## config.mk

```make
export PLATFORM = sky130hd
export DESIGN_NAME = simple_risc_fetch_queue
export DESIGN_NICKNAME = d
export VERILOG_FILES = /design/src/rtl/simple_risc_fetch_queue.sv
export SDC_FILE = /design/constraint.sdc
export NUM_CORES = 1
export LEC_CHECK = 0
export CAP_MARGIN = 10
export CORE_ASPECT_RATIO = 0.5
export CORE_MARGIN = 3
export CORE_UTILIZATION = 50
export CTS_CLUSTER_DIAMETER = 40
export DETAILED_ROUTE_END_ITERATION = 6
export DONT_BUFFER_PORTS = 1
export MAX_ROUTING_LAYER = met4
export PLACE_DENSITY_LB_ADDON = 0.08
export SYNTH_ARGS = -nofsm -noshare
export SYNTH_HDL_FRONTEND = slang
export SYNTH_SLANG_ARGS = --single-unit
```

## constraint.sdc

```tcl
create_clock -name clk1 -period 5.05 [get_ports clk1]
set_input_delay 1.01 -clock clk1 [delete_from_list [all_inputs] [get_ports clk1]]
set_output_delay 1.01 -clock clk1 [all_outputs]
set_load 0.01 [all_outputs]
```

## src/rtl/simple_risc_fetch_queue.sv

```systemverilog
// simple_risc_fetch_queue
// Instruction-fetch front end: issues word addresses into a one-cycle-latency
// instruction memory, queues returned words with their next-PC in a small
// prefetch FIFO, hands entries to decode over valid/ready, flushes on branch
// redirect and parks after an HLT opcode is fetched.
// Optional feature macro: FETCH_BYPASS_EN -- when defined, a response arriving
// while the FIFO is empty is presented on the outputs in the same cycle.
module simple_risc_fetch_queue #(
    parameter int              DEPTH    = 4,
    parameter int              AW       = 10,
    parameter logic [AW-1:0]   RESET_PC = '0
) (
    input  logic               clk1,
    input  logic               rst_n,
    output logic               imem_req,
    output logic [AW-1:0]      imem_addr,
    input  logic [31:0]        imem_rdata,
    input  logic               redirect_valid,
    input  logic [AW-1:0]      redirect_pc,
    output logic               out_valid,
    output logic [31:0]        out_instr,
    output logic [AW-1:0]      out_npc,
    input  logic               out_ready,
    output logic               fetch_parked
);

    localparam int PW = $clog2(DEPTH);
    localparam int CW = PW + 1;

    logic [AW-1:0] r_pc;
    logic [CW-1:0] r_count;
    logic [PW-1:0] r_rd_ptr;
    logic [PW-1:0] r_wr_ptr;
    logic          r_inflight;
    logic [AW-1:0] r_inflight_npc;
    logic          r_drop;
    logic          r_parked;
    logic          r_active;     // low during reset and until the first edge after release

    logic [31:0]   r_fifo_instr [DEPTH];
    logic [AW-1:0] r_fifo_npc   [DEPTH];

    logic [CW-1:0] w_occ;
    logic          w_req;
    logic          w_resp_keep;
    logic          w_is_hlt;
    logic          w_empty;
    logic          w_bypass;
    logic          w_out_valid;
    logic          w_pop;
    logic          w_fifo_pop;
    logic          w_push;

    // The in-flight word always has a reserved slot, so occupancy counts it.
    assign w_occ       = r_count + CW'(r_inflight);
    assign w_req       = r_active && !r_parked && !redirect_valid && (w_occ < CW'(DEPTH));
    // A response that lands in a redirect cycle belongs to the old path.
    assign w_resp_keep = r_inflight && !r_drop && !redirect_valid;
    assign w_is_hlt    = (imem_rdata[31:27] == 5'b10000);
    assign w_empty     = (r_count == '0);

`ifdef FETCH_BYPASS_EN
    assign w_bypass    = w_resp_keep && w_empty;
`else
    assign w_bypass    = 1'b0;
`endif

    assign w_out_valid = !redirect_valid && (!w_empty || w_bypass);
    assign w_pop       = w_out_valid && out_ready;
    assign w_fifo_pop  = w_pop && !w_empty;
    // A bypassed word that decode takes immediately never enters the FIFO.
    assign w_push      = w_resp_keep && !(w_bypass && out_ready);

    assign imem_req     = w_req;
    assign imem_addr    = r_pc;
    assign out_valid    = w_out_valid;
    assign fetch_parked = r_parked;

    // Output data: FIFO head, or the live response when bypassing; zero when idle.
    always_comb begin
        out_instr = '0;
        out_npc   = '0;
        if (w_out_valid) begin
            if (w_empty) begin
                out_instr = imem_rdata;
                out_npc   = r_inflight_npc;
            end else begin
                out_instr = r_fifo_instr[r_rd_ptr];
                out_npc   = r_fifo_npc[r_rd_ptr];
            end
        end
    end

    // Fetch-side state: PC, in-flight tag, drop flag and park flag.
    always_ff @(posedge clk1 or negedge rst_n) begin
        if (!rst_n) begin
            r_active       <= 1'b0;
            r_pc           <= RESET_PC;
            r_inflight     <= 1'b0;
            r_inflight_npc <= '0;
            r_drop         <= 1'b0;
            r_parked       <= 1'b0;
        end else begin
            r_active   <= 1'b1;
            r_inflight <= w_req;
            r_drop     <= redirect_valid && r_inflight;
            if (w_req) begin
                r_inflight_npc <= r_pc + 1'b1;
            end
            if (redirect_valid) begin
                r_pc     <= redirect_pc;
                r_parked <= 1'b0;
            end else begin
                if (w_req) begin
                    r_pc <= r_pc + 1'b1;
                end
                if (w_resp_keep && w_is_hlt) begin
                    r_parked <= 1'b1;
                end
            end
        end
    end

    // FIFO bookkeeping: pointers and occupancy, cleared by a redirect.
    always_ff @(posedge clk1 or negedge rst_n) begin
        if (!rst_n) begin
            r_count  <= '0;
            r_rd_ptr <= '0;
            r_wr_ptr <= '0;
        end else if (redirect_valid) begin
            r_count  <= '0;
            r_rd_ptr <= '0;
            r_wr_ptr <= '0;
        end else begin
            if (w_push) begin
                r_wr_ptr <= r_wr_ptr + 1'b1;
            end
            if (w_fifo_pop) begin
                r_rd_ptr <= r_rd_ptr + 1'b1;
            end
            r_count <= r_count + CW'(w_push) - CW'(w_fifo_pop);
        end
    end

    // FIFO storage; contents are don't-care until the count covers them.
    always_ff @(posedge clk1) begin
        if (w_push && !redirect_valid) begin
            r_fifo_instr[r_wr_ptr] <= imem_rdata;
            r_fifo_npc[r_wr_ptr]   <= r_inflight_npc;
        end
    end

endmodule

```

==> results.yml, run 1 <==
place:
  dp_cells: 614
  numPortBuffers: 0
  globalplace.congestion: 0.819
  dpl_cell_area_um2: 8170
  detailed_place_hpwl_um: 8590
setup_path:
  critical_path.endpoint_type: "output pin"
  worst_ep_required_time_ns: 4.04
  worst_path_largest_cell_delay_ns: 0.63
  worstSetupPathType: "reg -> out"
  critical_path.startpoint_type: "flip-flop"
  timing.critical_path.cells: "buf_4 -> mux4_2 -> and2_1"
  critPathBufInv: 1
  cpLargestDelayFamily: "flip-flops"
  slowest_stage: "sky130_fd_sc_hd__dfrtp_2"
  crit_fanout: 19
  timing.critical_path.arrival_ns: 2.30
cells_and_area:
  filler_cell_count: 1113
  drive_above_1_share_pct: 19.6
  finalInstanceArea_um2: 8750
  multi_input_area_um2: 2040
  area.sequential_um2: 5820
  area_delta_synth_final_pct: 9.45
  antennaDiodeCount: 0
  final_cell_count_no_fill: 646
  fin_nets: 489
cts:
  cts_tree: "built"
  clk_path_buf_depth: 2
  clk_pin_slew_ns: 0.07
  clock_tree.root_cell: "sky130_fd_sc_hd__clkbuf_16"
  cts_htree_levels: 4
  number_of_clock_sinks_seen_by_cts: 199
  clock_latency_ns: 0.43
  tritoncts_buffers: 17
  post_cts_resize_count: 0
  ctsHoldBuffers: 0
  cts_post_setup_buffers_inserted: 0
timing:
  tns_ns: 0
  finalSetupViolCount: 0
  timing.final.crit_share_pct: 65.6
  slew_viol_final: 0
  worst_slew_pin_slew_ns: 1.19
  final.setup_skew_ns: 0.00793
  rsz0062_at_grt: "no"
  post-route-min-period_ns: 3.31
  hold_viol: 0
  timing.slew.headroom_pct: 20.7
  fmaxAchievable_mhz: 302
power_and_ir_drop:
  share_seq_of_total_power_pct: 50.6
  power_density_nw_per_um2: 464
  cellLeakagePower_nw: 2.86
  internal_power_mw: 2.98
  clkPwrFrac_pct: 32.8
  total_switching_power_mw: 1.08
  ir_drop_uv: 265
  p_sw_share_pct: 26.7
  power.combinational.fraction_pct: 16.6
  total_power_mw: 4.07
floorplanning:
  floorplan.die.height_um: 95.4
  die_w_um: 185
  core_um2: 15000
  core.rowCount: 31
  floorplan.initialDensity_pct: 53.1
  fp.dieArea_um2: 17600
  io-pin-count: 101
synthesis:
  yosys_register_bits: 199
  netlist-cell-type-count: 38
  average_cell_area_after_synthesis_um2: 18.4
  mappedNetlistNets: 489
  ys_seq_area_share_pct: 72.8
  synth.cell_area_um2: 8000
  yosys_warnings: 0
  synthesis.instances: 435
detailed_routing:
  final_antenna_net_count: 0
  avgRoutedWirePerCell_um: 21.9
  drt_iter0_markers: 196
  detail_route.wirelength_um: 14200
  dr_total_vias: 3749
  drt-vias-per-instance: 5.80
  drt_pass1_iterations: 4
  detail_route.drc_violations: 0
global_route:
  grt_max_degree: 45
  grt_remaining_overflow: 0
  antenna_found_initial: 0
  groute.usage.overall_pct: 17.7
  grt_pass1_wl_um: 22400
  first_global_vias: 4102
run:
  max-cap-violations: 0
worst_hold_path:
  min_path_type: "in -> async"
status:
  outcome: "finished, final reports clean"
## power groups by stage
stage | registers [mW] | clock network [mW] | logic, mW
finish | 2.06 | 1.34 | 0.674
global placement | 2.08 | 0 | 0.677
global route | 2.08 | 1.43 | 0.745
floorplan | 2.02 | 0 | 0.608
CTS | 2.06 | 1.36 | 0.695
detailed placement | 2.09 | 0 | 0.694
## cell usage in the layout, fill, tap and decap left out, drive strengths merged, types with 2 or more instances in the layout
cell type / n
nor3: 2
nand2: 18
o21ai: 17
clkbuf: 19
ha: 7
o31a: 2
bufinv: 2
edfxtp: 168
nand3: 5
buf: 2
clkinv: 4
inv: 16
a2111oi: 3
nand4: 2
nand2b: 3
mux4: 42
dfrtp: 31
clkinvlp: 3
xnor2: 16
and2: 48
nor2b: 4
nor2: 11
and3: 2
a21oi: 4
xor2: 4
nor4: 2
a211oi: 3
## area by class of cell
type,count,area share (%)
flip-flops and latches,199,66.5
multi-input cells,203,23.3
clock buffers,19,4.95
well taps,198,2.83
clock inverters,13,1.67
inverters,12,0.515
repair buffers,2,0.172
## worst paths after layout
kind                                   start                to  slack [ns]  cells after the start
max reg2reg                       r_count[1]        r_count[2]        2.12                     11
min                                    rst_n      imem_addr[9]        0.28                      0
min reg2reg                r_inflight_npc[5]  r_fifo_npc[0][5]        0.53                      0
max in group asynchronous              rst_n       r_rd_ptr[1]        4.68                      0
min in group clk1          r_inflight_npc[5]  r_fifo_npc[0][5]        0.53                      0
max                              r_rd_ptr[0]      out_instr[8]        1.74                      3
## kinds of logic (layout without fill, tap and decap cells)
family	after synthesis	after routing	synth area share, %
flip-flops	199	199	72.8
AND/OR/NAND/NOR	99	99	7.02
multiplexers	43	43	12.0
buffers and inverters	33	46	1.83
AO/OA/AOI/OAI	32	32	2.77
XOR/XNOR	20	20	2.19
adder cells (fa/ha/maj)	8	8	1.35
other	1	1	0.0469
## per-stage QoR
stage          worst slack [ns]  utilization, %  hold slack [ns]
6_report                   1.74            58.2            0.275
5_1_grt                    1.57            58.2            0.251
3_5_place_dp               1.70            54.3            0.533
2_1_floorplan              2.29               -            0.476
4_1_cts                    1.66            58.2            0.255
3_3_place_gp               1.82            54.3            0.498
## synth_stat cells
cell / count / area share [%]
sky130_fd_sc_hd__clkbuf_1: 12 / 0.56
sky130_fd_sc_hd__nor4_1: 1 / 0.078
sky130_fd_sc_hd__and2_1: 48 / 3.8
sky130_fd_sc_hd__a221o_1: 1 / 0.13
sky130_fd_sc_hd__a21oi_1: 3 / 0.19
sky130_fd_sc_hd__nor3b_1: 1 / 0.094
sky130_fd_sc_hd__nand3b_1: 1 / 0.094
sky130_fd_sc_hd__a2111oi_2: 3 / 0.56
sky130_fd_sc_hd__mux2_4: 1 / 0.19
sky130_fd_sc_hd__nand4_4: 1 / 0.27
sky130_fd_sc_hd__a211o_1: 1 / 0.11
sky130_fd_sc_hd__edfxtp_1: 168 / 63
sky130_fd_sc_hd__a211oi_1: 3 / 0.28
sky130_fd_sc_hd__nor3_1: 2 / 0.13
sky130_fd_sc_hd__o21ai_1: 13 / 0.81
sky130_fd_sc_hd__buf_2: 6 / 0.38
sky130_fd_sc_hd__nor2_1: 11 / 0.52
sky130_fd_sc_hd__nand2b_1: 3 / 0.23
sky130_fd_sc_hd__buf_6: 2 / 0.28
sky130_fd_sc_hd__nor2b_1: 4 / 0.31
sky130_fd_sc_hd__and3_1: 2 / 0.16
sky130_fd_sc_hd__o31a_1: 2 / 0.22
sky130_fd_sc_hd__inv_1: 12 / 0.56
sky130_fd_sc_hd__ha_1: 7 / 1.1
sky130_fd_sc_hd__nand3_1: 5 / 0.31
sky130_fd_sc_hd__a21oi_2: 1 / 0.11
sky130_fd_sc_hd__mux4_2: 42 / 12
sky130_fd_sc_hd__nand2_1: 18 / 0.84
sky130_fd_sc_hd__nor4_2: 1 / 0.16
sky130_fd_sc_hd__o21ai_0: 4 / 0.25
sky130_fd_sc_hd__xnor2_1: 16 / 1.8
sky130_fd_sc_hd__xor2_1: 4 / 0.44
sky130_fd_sc_hd__dfrtp_1: 31 / 9.7
sky130_fd_sc_hd__fa_1: 1 / 0.25
sky130_fd_sc_hd__nand4_1: 1 / 0.078
sky130_fd_sc_hd__conb_1: 1 / 0.047
sky130_fd_sc_hd__buf_1: 1 / 0.047
sky130_fd_sc_hd__a31o_2: 1 / 0.11
## per-layer routing
| layer | part of all wire [%] | up-vias | track usage (%) |
|---|---|---|---|
| li1 | - | 1659 | - |
| met1 | 43 | 1967 | 22.3 |
| met2 | 49 | 106 | 28.5 |
| met3 | 6.4 | 17 | 5.60 |
| met4 | 0.90 | 0 | 4.49 |
| met5 | 0 | - | - |
## flip-flops by register name, indices dropped and copies added, names as in the netlist
name and count:
r_fifo_npc 40, r_count 3, r_inflight_npc 10, r_drop 1, r_fifo_instr 128, imem_addr 10, r_wr_ptr 2, r_active 1
r_inflight 1, r_rd_ptr 2, fetch_parked 1
Power figures use the tool's default switching activity.
==> inputs of run 2 (changes only) <==
- clock period: 5.05 -> 3.2 ns (I/O delays scaled with it)
==> run 2 against run 1 <==
  * Setup slack worse by 1.2 ns
  * Combinational power is 71% higher
  * Clock power is 62% higher
  * Non-clock buffer count is 8 higher
  * Clock skew is 0.0028 ns higher
  * Clock-buffer cell count is 2 lower
  * Total power is 60% higher
  * First-iteration DRC count is 1.5% higher
==> results.yml, run 2 (same netlist as run 1, synthesis figures left out) <==
place:
  numPortBuffers: 0
  detailed_place_hpwl_um: 9210
  globalplace.congestion: 0.813
global_route:
  antenna_found_initial: 0
  first_global_vias: 3968
  groute.usage.overall_pct: 17.8
  grt_max_degree: 44
  grt_pass1_wl_um: 22200
  grt_remaining_overflow: 0
cts:
  cts_tree: "built"
  clk_path_buf_depth: 2
  clock_tree.root_cell: "sky130_fd_sc_hd__clkbuf_16"
  clock_latency_ns: 0.42
  number_of_clock_sinks_seen_by_cts: 199
  cts_htree_levels: 4
  ctsHoldBuffers: 1
  post_cts_resize_count: 0
  cts_post_setup_buffers_inserted: 0
  tritoncts_buffers: 17
  clk_pin_slew_ns: 0.07
timing:
  timing.slew.headroom_pct: 62.0
  whs_ns: 0.0433
  timing.final.crit_share_pct: 83.0
  rsz0062_at_grt: "no"
  tns_ns: 0
  slew_viol_final: 0
  worst_slew_pin_slew_ns: 0.570
  fmaxAchievable_mhz: 377
  post-route-min-period_ns: 2.66
  hold_viol: 0
  finalSetupViolCount: 0
  final.setup_skew_ns: 0.0107
detailed_routing:
  drt-vias-per-instance: 5.71
  drt_pass1_iterations: 4
  final_antenna_net_count: 0
  avgRoutedWirePerCell_um: 22.0
  detail_route.drc_violations: 0
  detail_route.wirelength_um: 14400
  dr_total_vias: 3737
  drt_iter0_markers: 199
setup_path:
  timing.critical_path.arrival_ns: 2.02
  worst_ep_required_time_ns: 2.56
  critical_path.startpoint_type: "flip-flop"
  worst-r2r-cell-count: 11
  critical_path.endpoint_type: "output pin"
  crit_fanout: 20
  worstSetupPathType: "reg -> out"
cells_and_area:
  area_delta_synth_final_pct: 11.4
  regMostFlops: "r_fifo_instr"
  largest_registers: "r_fifo_instr: 128 flops, r_fifo_npc: 40 flops"
  top_library_cells_by_usage_in_the_layout_fill_and_taps_aside: "sky130_fd_sc_hd__edfxtp_1 (168), sky130_fd_sc_hd__and2_1 (44), sky130_fd_sc_hd__mux4_2 (42)"
  fin_nets: 497
  largest_register_ffs: 128
  antennaDiodeCount: 0
  drive_above_1_share_pct: 21.7
  layout.cells.most_common: "sky130_fd_sc_hd__edfxtp_1"
floorplanning:
  core_um2: 15000
  fp.dieArea_um2: 17600
  io-pin-count: 101
  core.rowCount: 31
  floorplan.die.height_um: 95.4
  die_w_um: 185
  floorplan.initialDensity_pct: 53.1
power_and_ir_drop:
  clkPwrFrac_pct: 33.3
  power_density_nw_per_um2: 732
  internal_power_mw: 4.76
  total_switching_power_mw: 1.76
  p_sw_share_pct: 27.0
  cellLeakagePower_nw: 2.95
  share_seq_of_total_power_pct: 49.1
  power.combinational.fraction_pct: 17.6
  ir_drop_uv: 395
worst_hold_path:
  min_path_type: "in -> async"
status:
  outcome: "finished, final reports clean"
run:
  max-cap-violations: 0
run 2: layout make-up:
| type | instances | area [um2] |
|---|---|---|
| well taps | 198 | 248 |
| clock inverters | 15 | 176 |
| inverters | 12 | 45.0 |
| multi-input cells | 203 | 2040 |
| flip-flops and latches | 199 | 5820 |
| repair buffers | 10 | 150 |
| clock buffers | 17 | 425 |
| fillers | 1139 | 6140 |
run 2: metrics by stage:
step	std cells	setup WS (ns)	power (mW)	util [%]	instance area, um2
2_1_floorplan	435	0.814	4.14	-	8000
3_5_place_dp	621	0.641	4.43	55.1	8290
5_1_grt	654	0.350	6.82	59.2	8910
6_report	654	0.545	6.52	59.2	8910
4_1_cts	654	0.495	6.62	59.2	8910
3_3_place_gp	621	0.794	4.38	55.1	8290
run 2: power groups by stage:
stage | Sequential [mW] | Clock (mW) | Combinational [mW]
after floorplan | 3.18 | 0 | 0.959
after global placement | 3.24 | 0 | 1.14
after detailed placement | 3.26 | 0 | 1.17
after CTS | 3.20 | 2.23 | 1.18
after global routing | 3.23 | 2.33 | 1.27
final | 3.20 | 2.17 | 1.15
run 2: final timing paths:
check	from	end	slack, ns
max	r_count[1]	imem_req	0.54
min	rst_n	r_rd_ptr[0]	0.04
max reg2reg	r_inflight	r_count[2]	0.65
min reg2reg	r_inflight_npc[3]	r_fifo_npc[1][3]	0.53
max in group asynchronous	rst_n	r_rd_ptr[1]	2.98
min in group clk1	redirect_valid	r_rd_ptr[0]	0.28
run 2: metal layers:
metal / up-vias / track usage [%] / part of all wire, %
met5: - / - / 0
met3: 8 / 5.45 / 6.1
met1: 1954 / 22.8 / 43
li1: 1683 / - / -
met4: 0 / 5.24 / 0.71
met2: 92 / 28.0 / 50
run 2: critical path, cell delays in order (launching register included):
cell and delay (ns):
sky130_fd_sc_hd__dfrtp_1 0.49, sky130_fd_sc_hd__a31o_2 0.34, sky130_fd_sc_hd__a211o_1 0.54, sky130_fd_sc_hd__inv_1 0.22
==> inputs of run 3 (changes only) <==
- clock period: 3.2 -> 2.55 ns (I/O delays scaled with it)
==> run 3 against run 2 <==
  * Die area unchanged
  * Core utilization up 0.32 points
  * Via count up 1.5%
  * Hold slack better by 0.11 ns
  * Combinational power up 34%
  * Register-to-register slack worse by 0.53 ns
  * Wire length up 0.22%
  * Critical path depth unchanged
  * Clock-buffer cell count up 2
  * First-iteration DRC count down 14%
  * Critical endpoint is now out_npc[8]
  * Largest cell class unchanged
  * Largest power group unchanged
  * Highest routed layer unchanged
==> results.yml, run 3 (same netlist as run 1, synthesis figures left out) <==
global_route:
  groute.usage.overall_pct: 17.6
  grt_pass1_wl_um: 22200
  grt_remaining_overflow: 0
  antenna_found_initial: 0
  grt_max_degree: 44
  first_global_vias: 4022
timing:
  rsz0062_at_grt: "no"
  fmaxAchievable_mhz: 403
  timing.final.crit_share_pct: 97.3
  final.setup_skew_ns: 0.00857
  post-route-min-period_ns: 2.48
  tns_ns: 0
  hold_viol: 0
  slew_viol_final: 0
  finalSetupViolCount: 0
  layout_setup_ws_ns: 0.0687
setup_path:
  timing.critical_path.cells: "clkbuf_16 -> mux4_2 -> and2_1"
  crit_fanout: 21
  worstSetupPathType: "reg -> out"
  slowest_stage: "sky130_fd_sc_hd__mux4_2"
  critical_path.endpoint_type: "output pin"
  timing.critical_path.arrival_ns: 1.97
  worst_path_largest_cell_delay_ns: 0.54
  critPathBufInv: 1
  critical_path.startpoint_type: "flip-flop"
  cpLargestDelayFamily: "multiplexers"
  worst_ep_required_time_ns: 2.04
power_and_ir_drop:
  ir_drop_uv: 521
  share_seq_of_total_power_pct: 49.0
  internal_power_mw: 6.08
  clkPwrFrac_pct: 32.3
  power.combinational.fraction_pct: 18.8
  cellLeakagePower_nw: 2.96
  p_sw_share_pct: 25.8
  total_switching_power_mw: 2.12
  power_density_nw_per_um2: 915
cells_and_area:
  top_library_cells_by_usage_in_the_layout_fill_and_taps_aside: "sky130_fd_sc_hd__edfxtp_1 (168), sky130_fd_sc_hd__and2_1 (44), sky130_fd_sc_hd__mux4_2 (42)"
  layout.cells.most_common: "sky130_fd_sc_hd__edfxtp_1"
  area.sequential_um2: 5820
  multi_input_area_um2: 2050
  fin_nets: 502
  regMostFlops: "r_fifo_instr"
  antennaDiodeCount: 0
  largest_registers: "r_fifo_instr: 128 flops, r_fifo_npc: 40 flops"
  drive_above_1_share_pct: 21.6
  largest_register_ffs: 128
  filler_cell_count: 1109
  area_delta_synth_final_pct: 12.0
detailed_routing:
  final_antenna_net_count: 0
  drt-vias-per-instance: 5.77
  dr_total_vias: 3792
  drt_iter0_markers: 171
  detail_route.drc_violations: 0
  drt_pass1_iterations: 4
  detail_route.wirelength_um: 14400
  avgRoutedWirePerCell_um: 21.9
floorplanning:
  floorplan.initialDensity_pct: 53.1
  io-pin-count: 101
  fp.dieArea_um2: 17600
  die_w_um: 185
  core_um2: 15000
  floorplan.die.height_um: 95.4
  core.rowCount: 31
place:
  numPortBuffers: 0
  detailed_place_hpwl_um: 8460
  globalplace.congestion: 0.845
  dp_worst_setup_slack_ns: 0.128
cts:
  cts_tree: "built"
  clk_pin_slew_ns: 0.07
  tritoncts_buffers: 17
  cts_htree_levels: 4
  clk_path_buf_depth: 2
  clock_latency_ns: 0.41
  number_of_clock_sinks_seen_by_cts: 199
  clock_tree.root_cell: "sky130_fd_sc_hd__clkbuf_16"
worst_hold_path:
  min_path_type: "in -> reg"
status:
  outcome: "finished, final reports clean"
run:
  max-cap-violations: 0
[run 3: final cells by class]
| cell class | instances | area share [%] |
|---|---|---|
| flip-flops and latches | 199 | 65.0 |
| multi-input cells | 203 | 22.8 |
| clock buffers | 19 | 4.83 |
| well taps | 198 | 2.76 |
| repair buffers | 15 | 2.40 |
| clock inverters | 11 | 1.68 |
| inverters | 12 | 0.503 |
[run 3: worst register-to-register path: cells and delay by family (launching register included)]
family / cells / cell delay [ns]
xor gates and xnor gates: 2 / 0.32
adders and majority gates: 3 / 0.81
buffers and inverters: 3 / 0.27
DFF: 1 / 0.45
and+or+nand+nor: 4 / 0.47
[run 3: layer usage]
| layer | up-vias | track usage (%) | wire length (um) |
|---|---|---|---|
| met5 | - | - | 0 |
| met4 | 0 | 3.62 | 86 |
| met3 | 6 | 6.21 | 882 |
| met2 | 91 | 28.1 | 7100 |
| met1 | 2010 | 22.4 | 6320 |
| li1 | 1685 | - | - |
[run 3: path summary, 6_finish.rpt]
kind	startpoint	end	slack, ns	depth (start not counted)
min in group asynchronous	rst_n	imem_addr[4]	0.53	2
worst min register to register	r_inflight_npc[8]	r_fifo_npc[2][8]	0.52	0
worst max-delay path	r_rd_ptr[0]	out_npc[8]	0.07	3
max in group asynchronous	rst_n	r_rd_ptr[1]	1.82	2
worst min-delay path	redirect_valid	r_rd_ptr[0]	0.15	1
worst max register to register	r_count[2]	r_count[2]	0.12	12
[run 3: what timing repair did]
item	in CTS	in global routing
hold buffers	2	0
endpoints found under the setup margin	0	26
gates resized for setup	0	2
setup buffers	0	0
hold endpoints to repair	31	0
[run 3: through the flow]
| stage | area, um2 | utilization [%] | power, mW | instances | hold WS (ns) |
|---|---|---|---|---|---|
| CTS | 8920 | 59.3 | 8.24 | 656 | 0.125 |
| global route | 8960 | 59.5 | 8.59 | 657 | 0.122 |
| finish | 8960 | 59.5 | 8.20 | 657 | 0.154 |
| detailed placement | 8310 | 55.2 | 5.58 | 624 | 0.215 |
| global placement | 8310 | 55.2 | 5.50 | 624 | 0.215 |
| floorplan | 8000 | - | 5.20 | 435 | 0.214 |
[run 3: power by group through the flow]
stage | Sequential [mW] | Clock, mW | Combinational [mW]
2_1_floorplan | 3.99 | 0 | 1.20
3_3_place_gp | 4.04 | 0 | 1.47
3_5_place_dp | 4.07 | 0 | 1.51
4_1_cts | 4.00 | 2.71 | 1.53
5_1_grt | 4.04 | 2.86 | 1.70
6_report | 4.01 | 2.65 | 1.54
